==> src/rtl/c0_5_pkg.sv <==
// Shared types for the mod-N counter sampling monitor: FSM states, step
// classes and the default modulus.
package c0_5_pkg;

  typedef enum logic [2:0] {
    ACQUIRE    = 3'd0,
    SYNC       = 3'd1,
    TRACK_UP   = 3'd2,
    TRACK_DOWN = 3'd3,
    FAULT      = 3'd4
  } mon_state_t;

  typedef enum logic [2:0] {
    S_HOLD    = 3'd0,
    S_UP      = 3'd1,
    S_DOWN    = 3'd2,
    S_JUMP    = 3'd3,
    S_ILLEGAL = 3'd4
  } step_t;

  localparam int C0_5_MOD = 6;

endpackage

==> src/rtl/c0_5_step_classify.sv <==
// Combinational step classifier: compares a new count sample against the
// previous legal sample and reports the step class and whether it wraps.
module c0_5_step_classify
  import c0_5_pkg::*;
#(
  parameter int MOD = C0_5_MOD
) (
  input  logic [3:0] prev,
  input  logic [3:0] q,
  input  logic       reverse,
  output step_t      step,
  output logic       is_wrap
);

  localparam logic [3:0] LAST = 4'(MOD - 1);

  logic [3:0] up_nxt;
  logic [3:0] dn_nxt;
  logic       up_hit;
  logic       dn_hit;

  always_comb begin
    up_nxt = (prev == LAST) ? 4'd0 : prev + 4'd1;
    dn_nxt = (prev == 4'd0) ? LAST : prev - 4'd1;
    up_hit = (q == up_nxt);
    dn_hit = (q == dn_nxt);

    step = S_JUMP;
    if (q > LAST)
      step = S_ILLEGAL;
    else if (q == prev)
      step = S_HOLD;
    else if (up_hit && dn_hit)
      // Only reachable for MOD = 2: the commanded direction breaks the tie.
      step = reverse ? S_DOWN : S_UP;
    else if (up_hit)
      step = S_UP;
    else if (dn_hit)
      step = S_DOWN;

    is_wrap = ((step == S_UP) && (prev == LAST)) ||
              ((step == S_DOWN) && (prev == 4'd0));
  end

endmodule

==> src/rtl/c0_5_monitor.sv <==
// Sampling monitor for the mod-N reversible counter: infers direction, flags
// wraps/faults/mismatches. Optional wrap counter: C0_5_MONITOR_WRAPCNT_EN.
module c0_5_monitor
  import c0_5_pkg::*;
#(
  parameter int MOD   = C0_5_MOD,
  parameter int ERR_W = 8
) (
  input  logic             clk,
  input  logic             reset,
  input  logic             enable,
  input  logic             reverse,
  input  logic [3:0]       q,
  output logic             dir_valid,
  output logic             dir_down,
  output logic             wrap,
  output logic             err,
  output logic             mismatch,
  output logic [ERR_W-1:0] err_count,
  output logic [7:0]       wrap_count
);

  localparam logic [ERR_W-1:0] ERR_MAX = '1;

  mon_state_t state, nstate;
  logic [3:0] prev, nprev;
  step_t      step;
  logic       is_wrap;
  logic       n_wrap, n_err, n_mis;

  c0_5_step_classify #(.MOD(MOD)) u_cls (
    .prev    (prev),
    .q       (q),
    .reverse (reverse),
    .step    (step),
    .is_wrap (is_wrap)
  );

  always_comb begin
    nstate = state;
    nprev  = prev;
    n_wrap = 1'b0;
    n_err  = 1'b0;
    n_mis  = 1'b0;
    if (step != S_ILLEGAL)
      nprev = q;
    case (state)
      ACQUIRE, FAULT: begin
        // No step is inferred here: a legal sample only re-seeds prev.
        if (step == S_ILLEGAL) begin
          n_err  = 1'b1;
          nstate = FAULT;
        end else begin
          nstate = SYNC;
        end
      end
      SYNC, TRACK_UP, TRACK_DOWN: begin
        case (step)
          S_HOLD: nstate = state;
          S_UP: begin
            nstate = TRACK_UP;
            n_wrap = is_wrap;
            n_mis  = reverse;
          end
          S_DOWN: begin
            nstate = TRACK_DOWN;
            n_wrap = is_wrap;
            n_mis  = ~reverse;
          end
          default: begin
            n_err  = 1'b1;
            nstate = FAULT;
          end
        endcase
      end
      default: nstate = ACQUIRE;
    endcase
  end

  always_ff @(posedge clk) begin
    if (reset) begin
      state     <= ACQUIRE;
      prev      <= 4'd0;
      wrap      <= 1'b0;
      err       <= 1'b0;
      mismatch  <= 1'b0;
      err_count <= '0;
    end else begin
      wrap     <= enable & n_wrap;
      err      <= enable & n_err;
      mismatch <= enable & n_mis;
      if (enable) begin
        state <= nstate;
        prev  <= nprev;
        if (n_err && (err_count != ERR_MAX))
          err_count <= err_count + 1'b1;
      end
    end
  end

  assign dir_valid = (state == TRACK_UP) || (state == TRACK_DOWN);
  assign dir_down  = (state == TRACK_DOWN);

`ifdef C0_5_MONITOR_WRAPCNT_EN
  logic [7:0] wcnt;
  always_ff @(posedge clk) begin
    if (reset)
      wcnt <= 8'd0;
    else if (enable && n_wrap)
      wcnt <= wcnt + 8'd1;
  end
  assign wrap_count = wcnt;
`else
  assign wrap_count = 8'd0;
`endif

endmodule

==> config.mk <==
export PLATFORM = sky130hd
export DESIGN_NAME = c0_5_monitor
export DESIGN_NICKNAME = d
export VERILOG_FILES = /design/src/rtl/c0_5_pkg.sv /design/src/rtl/c0_5_step_classify.sv /design/src/rtl/c0_5_monitor.sv
export SDC_FILE = /design/constraint.sdc
export NUM_CORES = 1
export LEC_CHECK = 0
export CAP_MARGIN = 40
export CORE_MARGIN = 2
export CORE_UTILIZATION = 39
export CTS_CLUSTER_SIZE = 28
export DETAILED_ROUTE_END_ITERATION = 12
export HOLD_SLACK_MARGIN = 0.08
export RECOVER_POWER = 25
export SLEW_MARGIN = 15
export SYNTH_ARGS = -nofsm -noshare
export SYNTH_HDL_FRONTEND = slang
export SYNTH_HIERARCHICAL = 1
export SYNTH_SLANG_ARGS = --single-unit
==> constraint.sdc <==
create_clock -name clk -period 6.3 [get_ports clk]
set_clock_uncertainty 0.2 [all_clocks]
set_input_delay 1.26 -clock clk [delete_from_list [all_inputs] [get_ports clk]]
set_output_delay 1.26 -clock clk [all_outputs]
set_load 0.01 [all_outputs]
[After elaboration in Yosys (flattened, before gate mapping)]
Index checks and enable logic that the tools add are counted.
Storage, ports and cells
  register bits after elaboration: 18
  output and inout port bits: 21
  logic and storage cells: 62
Cells by class
  $add $sub $neg: 3
  $lt $le $gt $ge: 1
  eq/ne operators: 14
  muxes and demuxes: 18
  bitwise operators: 4
  reduce and logical (&&, ||, !) cells: 16
Operators by type and width (count)
  $mux W3: 5
  $eq A4 B4 Y1: 3
  $eq A3 B2 Y1 const B: 3
  $pmux W3 S3: 1
  $add A8 B1 Y8 const B: 1
  $mux W4: 2
  $ne A8 B8 Y1 const B: 1
  $eq A3 B1 Y1 const B: 2
  $eq A3 B3 Y1 const B: 2
  $logic_not A3 Y1: 2
  $mux W1: 6
  $pmux W3 S2: 1
  $reduce_and A2 Y1: 3
  $reduce_or A3 Y1: 2
  $add A4 B1 Y4 const B: 1
  $eq A4 B3 Y1 const B: 1
  $gt A4 B3 Y1 const B: 1
  $logic_and A1 B1 Y1: 4
  $logic_not A4 Y1: 1
  $pmux W1 S2: 2
  $reduce_or A2 Y1: 2
  $sub A4 B1 Y4 const B: 1
  $and A1 B1 Y1: 3
  $ne A3 B3 Y1 const B: 1
  4 further kinds: 5

[Logic depth before layout (Yosys ltp)]
Gate-level depths: netlist of the first run.
  depth in word-level cells: 14
  gate-level depth with buffers: 11

[Modules after synthesis]
The synthesis of the first run kept the hierarchy.
Modules (own cells, without submodules)
  c0_5_monitor: times used 1, cells each 111, area each 980.9 um^2, seq. area each 360.3 um^2
  c0_5_step_classify: times used 1, cells each 48, area each 350.3 um^2, seq. area each 0.0 um^2

[Worst setup path after synthesis of the first run]
No wires, ideal clock.
  path kind: in2reg
  from: input q[2]
  to: register err_count[0]
  library setup time: 0.121 ns
  arrival: 3.464 ns
  data required time: 5.979 ns
  slack: 2.516 ns
  stages on the path: 10
  cell sequence: buf_4 > xor2_4 > o41ai_1 > a21oi_1 > or4_4 > a21oi_2 > o21ai_2 > buf_6 > nor2_1 > mux2_2
Between the ends
  longest elaborated chain between the ends: 12
  elaborated cells on any way between the ends: 20
  classes of those cells: order compare: 1; eq/ne: 6; mux: 8; reduce/logical: 5
Ends and longest elaborated chain
  start, declared: line c0_5_monitor.sv:13  | input logic [3:0] q,
  $eq A4 B4 Y1: line c0_5_step_classify.sv:26  | dn_hit = (q == dn_nxt);
  $mux W1: line c0_5_step_classify.sv:38  | else if (dn_hit)
  $mux W3: line c0_5_step_classify.sv:36  | else if (up_hit)
  $mux W3: line c0_5_step_classify.sv:33  | else if (up_hit && dn_hit)
  $mux W3: line c0_5_step_classify.sv:31  | else if (q == prev)
  $mux W3 *: line c0_5_step_classify.sv:29  | if (q > LAST)
  via step[0]: line c0_5_monitor.sv:27  | step_t step;
  $eq A3 B2 Y1, or another cell as far along: line c0_5_monitor.sv:58  | case (step)
  $reduce_or A3 Y1 (no source line)
  $mux W1: line c0_5_monitor.sv:58
  $pmux W1 S2 *: line c0_5_monitor.sv:47  | case (state)
  $logic_and A1 B1 Y1 *: line c0_5_monitor.sv:95  | if (n_err && (err_count != ERR_MAX))
  $reduce_and A2 Y1 (no source line) *
  end signal, assigned: line c0_5_monitor.sv:96  | err_count <= err_count + 1'b1;
  end, declared: line c0_5_monitor.sv:19  | output logic [ERR_W-1:0] err_count,
Mark *: on every way through the listed nets, which the timed path passes. The rest lies on a longest branch.
A chain may end at the register's enable or synchronous reset.

[Worst setup path in the final report of the first run]
  from: input q[2]
  to: register err_count[5]
The elaborated chain is that of the path after synthesis.

==> flow_summary.json, run 1 <==
{
  "status": "completed",
  "reg2reg_depth": 8,
  "finalCritPeriodShare_pct": 69.1,
  "grt_start_max_net_pins": 23,
  "synth-seq-cells": 18,
  "post_drt_wl_per_cell_um": 12.0,
  "synth_compound_area_share_pct": 17.7,
  "cp_cell_sequence": "clkdlybuf4s50_1, xor2_4, o41ai_1, a21oi_1, or4_4, a21oi_2, o21ai_2, nor4_1, mux2_2",
  "drive_above_1_share_pct": 8.67,
  "clkTransAtPathRegs_ps": 90,
  "gp_congestion": 0.900,
  "muxShareOfSynthArea_pct": 7.14,
  "slowest_delay_ps": 630,
  "vias": 1117,
  "antenna_found_initial": 0,
  "cpMaxStageDelayCell": "clkdlybuf4s50_1",
  "cp_num_cells": 9,
  "fin_util_pct": 45.6,
  "clk_latency_ps": 290,
  "reg2reg_slack_ps": 3060,
  "synth_edf_count": 0,
  "slew_violations": 0,
  "cp.buffers_inverters": 1,
  "cts_sinks": 18,
  "cts_buffers": 3,
  "worst_slew_pin_slew_ps": 721,
  "io_pins": 29,
  "finalWorstSetupSlack_ps": 1950,
  "vias_per_cell": 5.10,
  "synth-adder-area-share_pct": 0.940,
  "crit_fanout": 12,
  "drc_errors": 0,
  "maxCapViolCount": 0,
  "grt_pass1_vias": 1091,
  "tns_ps": 0,
  "startpoint_type": "input port",
  "design.core.area_mm2": 0.00331,
  "yosys_warnings": 6,
  "crit_arrival_ps": 4330,
  "synthDominantCellAreaShare_pct": 27.1,
  "final.min_clock_period_ps": 4350,
  "port_buffers": 20,
  "timing.hold.ws_ps": 273,
  "required_ps": 6280,
  "num_antenna_cells": 0,
  "grt_usage_pct": 14.4,
  "netlist_top_cells_area": "dfxtp_1 27%, buf_4 6.2%, nor2_1 5.1%, mux2i_1 3.8%, mux2_2 3.4%",
  "die_height_um": 62.4,
  "power.density_mw_per_mm2": 168,
  "die_area_mm2": 0.00390,
  "reg2reg_from": "prev[2]$_SDFFE_PP0P_",
  "setup_viol": 0,
  "synth_top_family_by_area": "simple AND/OR/NAND/NOR gates",
  "cts.htree.levels": 1,
  "cts_hold_buf": 0,
  "crit_family": "compound AO/OA/AOI/OAI gates",
  "syn_area_mm2": 0.00133,
  "dp_slack_ps": 1650,
  "wirelength_um": 2630,
  "r2r_end": "err_count[5]$_SDFFE_PP0P_",
  "nNetsFinal": 184,
  "critPathKind": "input port to register",
  "overflow": 0,
  "synth_top_cell_by_area": "dfxtp_1",
  "maxSlewHeadroom_pct": 51.8,
  "synthSimpleGateAreaFrac_pct": 27.7,
  "max_freq_mhz": 230,
  "postCtsSetupRepairBufs": 0,
  "ys.flop_type": "dfxtp_1",
  "hold_viol": 0,
  "startpoint": "q[2]",
  "crit_end": "err_count[5]$_SDFFE_PP0P_",
  "ys_seq_area_share_pct": 27.1,
  "cts_resized": 0,
  "root_buffer": "clkbuf_4",
  "synth.avg_cell_area_um2": 8.37,
  "leakagePower_nw": 0.577,
  "synthXorXnorAreaFrac_pct": 7.89,
  "worst_ir_drop_vdd_uv": 72.9,
  "critPathCaptureType": "register",
  "grt_first_pass_wirelength_um": 4640,
  "die_w_um": 62.4,
  "min-delay-path-class": "register to register",
  "area_growth_pct": 13.4,
  "rows": 21,
  "drtPass1Iterations": 4,
  "rsz0062_at_grt": "no",
  "clock_path_buffers": 2,
  "netlist_instances": 159,
  "detail-route-antenna-nets": 0,
  "drt_iter0_drc": 36,
  "dp_hpwl_um": 1960,
  "async_reset_ff_share_pct": 0,
  "cts_tree": "done",
  "final_cell_mix": "18 x nor2_1, 18 x dfxtp_1, 13 x clkdlybuf4s50_1",
  "synth_cell_types": 53,
  "start_util_pct": 40.2
}
## per-layer routing
layer | GRT usage, % | wire length (um) | share of wire, % | vias up
met5 | 0 | 0 | 0 | -
met4 | 5.83 | 34 | 1.3 | 0
met3 | 2.34 | 86 | 3.3 | 4
met2 | 24.9 | 1270 | 48 | 28
met1 | 17.7 | 1240 | 47 | 510
li1 | - | - | - | 575
## logic make-up (layout without fill, tap and decap cells)
family	count (synthesis)	count (layout)
AO/OA/AOI/OAI	32	32
XOR/XNOR	9	9
adder cells (fa/ha/maj)	1	1
buffers and inverters	22	29
flip-flops	18	18
multiplexers	9	9
other	1	8
AND/OR/NAND/NOR	67	67
## cell type report
class                   instances  area [um2]
multi-input cells             126         847
clock buffers                   3        22.5
repair buffers                 20         200
flip-flops and latches         18         360
inverters                       6        22.5
well taps                      46        57.6
fillers                       347        1800
## how the worst min path moves through the flow
stage,from,end,slack [ps],cells past startpoint
floorplan,prev[2]$_SDFFE_PP0P_,prev[2]$_SDFFE_PP0P_,260,2
global placement,err_count[6]$_SDFFE_PP0P_,err_count[6]$_SDFFE_PP0P_,260,1
detailed placement,err_count[6]$_SDFFE_PP0P_,err_count[6]$_SDFFE_PP0P_,260,1
CTS,err_count[6]$_SDFFE_PP0P_,err_count[6]$_SDFFE_PP0P_,280,1
global route,err_count[6]$_SDFFE_PP0P_,err_count[6]$_SDFFE_PP0P_,320,1
finish,err_count[6]$_SDFFE_PP0P_,err_count[6]$_SDFFE_PP0P_,270,1
## metrics by stage
| stage | std cells | power (mW) | area (um2) |
|---|---|---|---|
| 4_1_cts | 219 | 0.257 | 1510 |
| 5_1_grt | 219 | 0.273 | 1510 |
| 2_1_floorplan | 166 | 0.188 | 1360 |
| 3_3_place_gp | 216 | 0.198 | 1490 |
| 6_report | 219 | 0.253 | 1510 |
| 3_5_place_dp | 216 | 0.199 | 1490 |
## state kept, by name, summed over array words and instances (netlist names)
register and cells:
mismatch 1, state 3, prev 4, wrap 1, err_count 8, err 1
## where the power goes
part / internal (mW) / switching [mW] / total, mW
clock: 0.0222 / 0.0334 / 0.0556
sequential: 0.119 / 0.00922 / 0.128
combinational: 0.0315 / 0.0377 / 0.0691
## Yosys cell counts, types with 2 or more instances
library cell and count:
xor2_1 3, buf_2 2, nor2_1 18, nor3_1 4, nand3b_1 2, or3_1 2
buf_6 2, nand2_1 8, mux2_2 4, xnor2_1 4, a211oi_1 2, inv_1 6
nand2b_1 6, o21ai_0 6, o31a_1 3, dfxtp_1 18, nor4_1 3, buf_4 11
nor4b_1 3, a21oi_1 5, mux2i_1 5, nor2b_1 7, nand3_1 5
Note: power is estimated with default switching activity, not from simulation.
==> run 2, diff against run 1 <==
clock period = 4.35 ns   (was 6.3 ns; I/O delays follow)
==> flow_summary.json, run 2 (synthesized netlist as in run 1, its figures left out) <==
{
  "dpl-instance-area_mm2": 0.00150,
  "clock_path_buffers": 2,
  "die_w_um": 62.4,
  "power.density_mw_per_mm2": 240,
  "detail-route-antenna-nets": 0,
  "area_growth_pct": 14.6,
  "critPathCaptureType": "register",
  "worst_ir_drop_vdd_uv": 122,
  "internal_power_mw": 0.252,
  "cts_sinks": 18,
  "io_pins": 29,
  "finalNonFillerCells": 221,
  "drive_above_1_share_pct": 9.71,
  "drc_errors": 0,
  "rows": 21,
  "postCtsSetupRepairBufs": 0,
  "worst_slew_pin_slew_ps": 716,
  "fin_util_pct": 46.1,
  "overflow": 0,
  "whs_path_depth": 1,
  "cts_resized": 0,
  "startpoint_type": "input port",
  "cts.htree.levels": 1,
  "timing.hold.ws_ps": 266,
  "setup_viol": 0,
  "leakagePower_nw": 0.587,
  "fin_area_mm2": 0.00153,
  "top_regs": "err_count: 8 flops, prev: 4 flops, state: 3 flops",
  "crit_fanout": 12,
  "port_buffers": 20,
  "crit_arrival_ps": 3790,
  "num_antenna_cells": 0,
  "cts_hold_buf": 0,
  "reg2reg_depth": 8,
  "final_cell_mix": "18 x nor2_1, 18 x dfxtp_1, 13 x clkdlybuf4s50_1",
  "vias": 1140,
  "slew_violations": 0,
  "design.core.area_mm2": 0.00331,
  "drt_iter0_drc": 59,
  "dp_slack_ps": 257,
  "p_comb_share_pct": 27.7,
  "vias_per_cell": 5.16,
  "min-delay-path-class": "register to register",
  "seq_power_share_pct": 50.7,
  "cts_buffers": 3,
  "rsz0062_at_grt": "no",
  "fillers": 343,
  "hold_viol": 0,
  "grt_first_pass_wirelength_um": 4580,
  "dp_hpwl_um": 2000,
  "die_area_mm2": 0.00390,
  "placedCellCount": 218,
  "power_mw": 0.367,
  "grt_usage_pct": 14.2,
  "die_height_um": 62.4,
  "start_util_pct": 40.2,
  "top_register": "err_count",
  "drtPass1Iterations": 4,
  "critPathKind": "input port to register",
  "maxCapViolCount": 0,
  "p_sw_mw": 0.115,
  "finalCritPeriodShare_pct": 87.7,
  "cts_tree": "done",
  "post_drt_wl_per_cell_um": 11.9,
  "grt_pass1_vias": 1083,
  "clk_latency_ps": 290,
  "tns_ps": 0,
  "final.min_clock_period_ps": 3810,
  "nNetsFinal": 186,
  "wirelength_um": 2640,
  "largest_register_ffs": 8,
  "maxSlewHeadroom_pct": 52.1,
  "antenna_found_initial": 0,
  "required_ps": 4320,
  "reg2reg_slack_ps": 1180,
  "finalWorstSetupSlack_ps": 536,
  "gp_congestion": 0.807,
  "status": "completed",
  "grt_start_max_net_pins": 23,
  "max_freq_mhz": 262,
  "sw_frac_of_total_pct": 31.3,
  "clkTransAtPathRegs_ps": 90,
  "p_clk_share_pct": 21.6,
  "root_buffer": "clkbuf_4"
}
-- run 2: cell types whose count changed in the layout (fill, tap and decap cells not counted), sizes merged --
cell / before / now
buf: 0 / 2
-- run 2: power by group through the flow --
| stage | sequential [mW] | combinational (mW) | clock [mW] |
|---|---|---|---|
| after floorplan | 0.184 | 0.0884 | 0 |
| after global placement | 0.189 | 0.0995 | 0 |
| after detailed placement | 0.190 | 0.102 | 0 |
| after CTS | 0.186 | 0.102 | 0.0854 |
| after global routing | 0.188 | 0.112 | 0.0941 |
| final | 0.186 | 0.102 | 0.0790 |
-- run 2: worst max-delay path, stage by stage --
cell	delay, ps
clkdlybuf4s50_1	570
nor2b_1	220
a211o_1	330
a32o_1	250
a21oi_1	350
or2_2	240
o211a_1	160
o21ai_2	140
nor4_1	290
mux2_2	360
-- run 2: layout make-up --
class / count / area (um2) / share of cell area [%]
clock buffers: 3 / 22.5 / 1.48
repair buffers: 22 / 215 / 14.1
flip-flops and latches: 18 / 360 / 23.6
well taps: 46 / 57.6 / 3.77
multi-input cells: 126 / 847 / 55.5
inverters: 6 / 22.5 / 1.48
-- run 2: worst paths after layout --
| kind | startpoint | to |
|---|---|---|
| setup / recovery | q[1] | err_count[5]$_SDFFE_PP0P_ |
| hold / removal | err_count[6]$_SDFFE_PP0P_ | err_count[6]$_SDFFE_PP0P_ |
| setup reg to reg | prev[2]$_SDFFE_PP0P_ | err_count[5]$_SDFFE_PP0P_ |
| hold reg to reg | err_count[6]$_SDFFE_PP0P_ | err_count[6]$_SDFFE_PP0P_ |
-- run 2: routing by layer --
metal,vias to the layer above,GRT usage (%),wire (um)
li1,583,-,-
met1,521,17.1,1230
met2,32,25.0,1290
met3,4,2.52,99
met4,0,5.56,21
met5,-,0,0
==> run 3, diff against run 2 <==
CAP_MARGIN = default   (was 40)
CORE_UTILIZATION = 45   (was 39)
PLACE_DENSITY = 0.72   (was default)
==> flow_summary.json, run 3 (synthesized netlist as in run 1, its figures left out) <==
{
  "postCtsSetupRepairBufs": 0,
  "grt_usage_pct": 16.2,
  "leakagePower_nw": 0.587,
  "final.min_clock_period_ps": 3900,
  "clk_latency_ps": 290,
  "cts_buffers": 3,
  "nNetsFinal": 186,
  "setup_viol": 0,
  "worst_slew_pin_slew_ps": 727,
  "vias": 1159,
  "maxSlewHeadroom_pct": 51.4,
  "worst_ir_drop_vdd_uv": 247,
  "rows": 19,
  "tns_ps": 0,
  "post_drt_wl_per_cell_um": 12.4,
  "area_growth_pct": 13.2,
  "cts_tree": "done",
  "drive_above_1_share_pct": 9.71,
  "cts_resized": 0,
  "drc_errors": 0,
  "startpoint_type": "input port",
  "io_pins": 29,
  "port_buffers": 20,
  "die_w_um": 58.4,
  "rsz0062_at_grt": "no",
  "drtPass1Iterations": 4,
  "min-delay-path-class": "register to register",
  "max_freq_mhz": 256,
  "top_register": "err_count",
  "largest_register_ffs": 8,
  "die_height_um": 58.4,
  "vias_per_cell": 5.63,
  "maxCapViolCount": 0,
  "num_antenna_cells": 0,
  "final_cell_mix": "18 x nor2_1, 18 x dfxtp_1, 13 x clkdlybuf4s50_1",
  "grt_pass1_vias": 1010,
  "start_util_pct": 47.9,
  "top_regs": "err_count: 8 flops, prev: 4 flops, state: 3 flops",
  "grt_first_pass_wirelength_um": 4340,
  "crit_arrival_ps": 3880,
  "hold_viol": 0,
  "grt_start_max_net_pins": 23,
  "reg2reg_from": "prev[2]$_SDFFE_PP0P_",
  "overflow": 0,
  "cts.htree.levels": 1,
  "slew_violations": 0,
  "cpMaxStageDelayCell": "clkdlybuf4s50_1",
  "wirelength_um": 2550,
  "power.density_mw_per_mm2": 244,
  "critPathCaptureType": "register",
  "critPathKind": "input port to register",
  "cp.buffers_inverters": 1,
  "fin_area_mm2": 0.00151,
  "status": "completed",
  "detail-route-antenna-nets": 0,
  "hp-start": "err_count[6]$_SDFFE_PP0P_",
  "cp_cell_sequence": "clkdlybuf4s50_1, xor2_1, o41ai_1, a21oi_1, or4_4, a21oi_2, o21ai_2, nor4_1, mux2_2",
  "cts_hold_buf": 0,
  "clkTransAtPathRegs_ps": 100,
  "design.core.area_mm2": 0.00278,
  "crit_fanout": 12,
  "finalCritPeriodShare_pct": 89.7,
  "dp_hpwl_um": 1950,
  "slowest_delay_ps": 660,
  "die_area_mm2": 0.00341,
  "cts_sinks": 18,
  "antenna_found_initial": 0,
  "required_ps": 4330,
  "startpoint": "q[1]",
  "gp_congestion": 0.866,
  "clock_path_buffers": 2,
  "drt_iter0_drc": 29,
  "root_buffer": "clkbuf_4",
  "crit_family": "compound AO/OA/AOI/OAI gates",
  "dpl-instance-area_mm2": 0.00148
}
## run 3: metrics by stage
stage | hold WS (ps) | total power, mW | util (%) | instances | setup WS [ps]
after floorplan | 265 | 0.272 | - | 166 | 956
after global placement | 254 | 0.287 | 53.4 | 203 | 339
after detailed placement | 265 | 0.291 | 53.4 | 203 | 176
after CTS | 275 | 0.371 | 54.2 | 206 | 489
after global routing | 282 | 0.392 | 54.2 | 206 | 154
final | 275 | 0.367 | 54.2 | 206 | 448
## run 3: power by group
part	switching (mW)	internal, mW	total, mW
registers	0.0133	0.172	0.186
clock network	0.0472	0.0322	0.0794
logic	0.0546	0.0472	0.102
total	0.115	0.252	0.367
## run 3: metal layers
layer | vias up | routed length [um] | GRT usage (%) | share of wire [%]
met5 | - | 0 | 0 | 0
met4 | 0 | 28 | 4.32 | 1.1
met3 | 4 | 148 | 4.84 | 5.8
met2 | 36 | 1210 | 26.3 | 47
met1 | 536 | 1160 | 21.0 | 46
li1 | 583 | - | - | -
## run 3: final timing paths
kind / to / slack [ps] / depth (start not counted)
min: err_count[6]$_SDFFE_PP0P_ / 270 / 1
max: err_count[5]$_SDFFE_PP0P_ / 450 / 9
min reg2reg: err_count[6]$_SDFFE_PP0P_ / 270 / 1
max reg2reg: err_count[5]$_SDFFE_PP0P_ / 1060 / 8
## run 3: cell type report
type	count	area (um2)
fillers	266	1270
multi-input cells	126	847
flip-flops and latches	18	360
repair buffers	22	215
well taps	31	38.8
clock buffers	3	22.5
inverters	6	22.5
## run 3: worst register-to-register path: stages, from the launching register on
cell and delay (ps):
dfxtp_1 620, xor2_4 170, o41ai_1 490, a21oi_1 190, or4_4 510, a21oi_2 160, o21ai_2 170, nor4_1 310
mux2_2 370
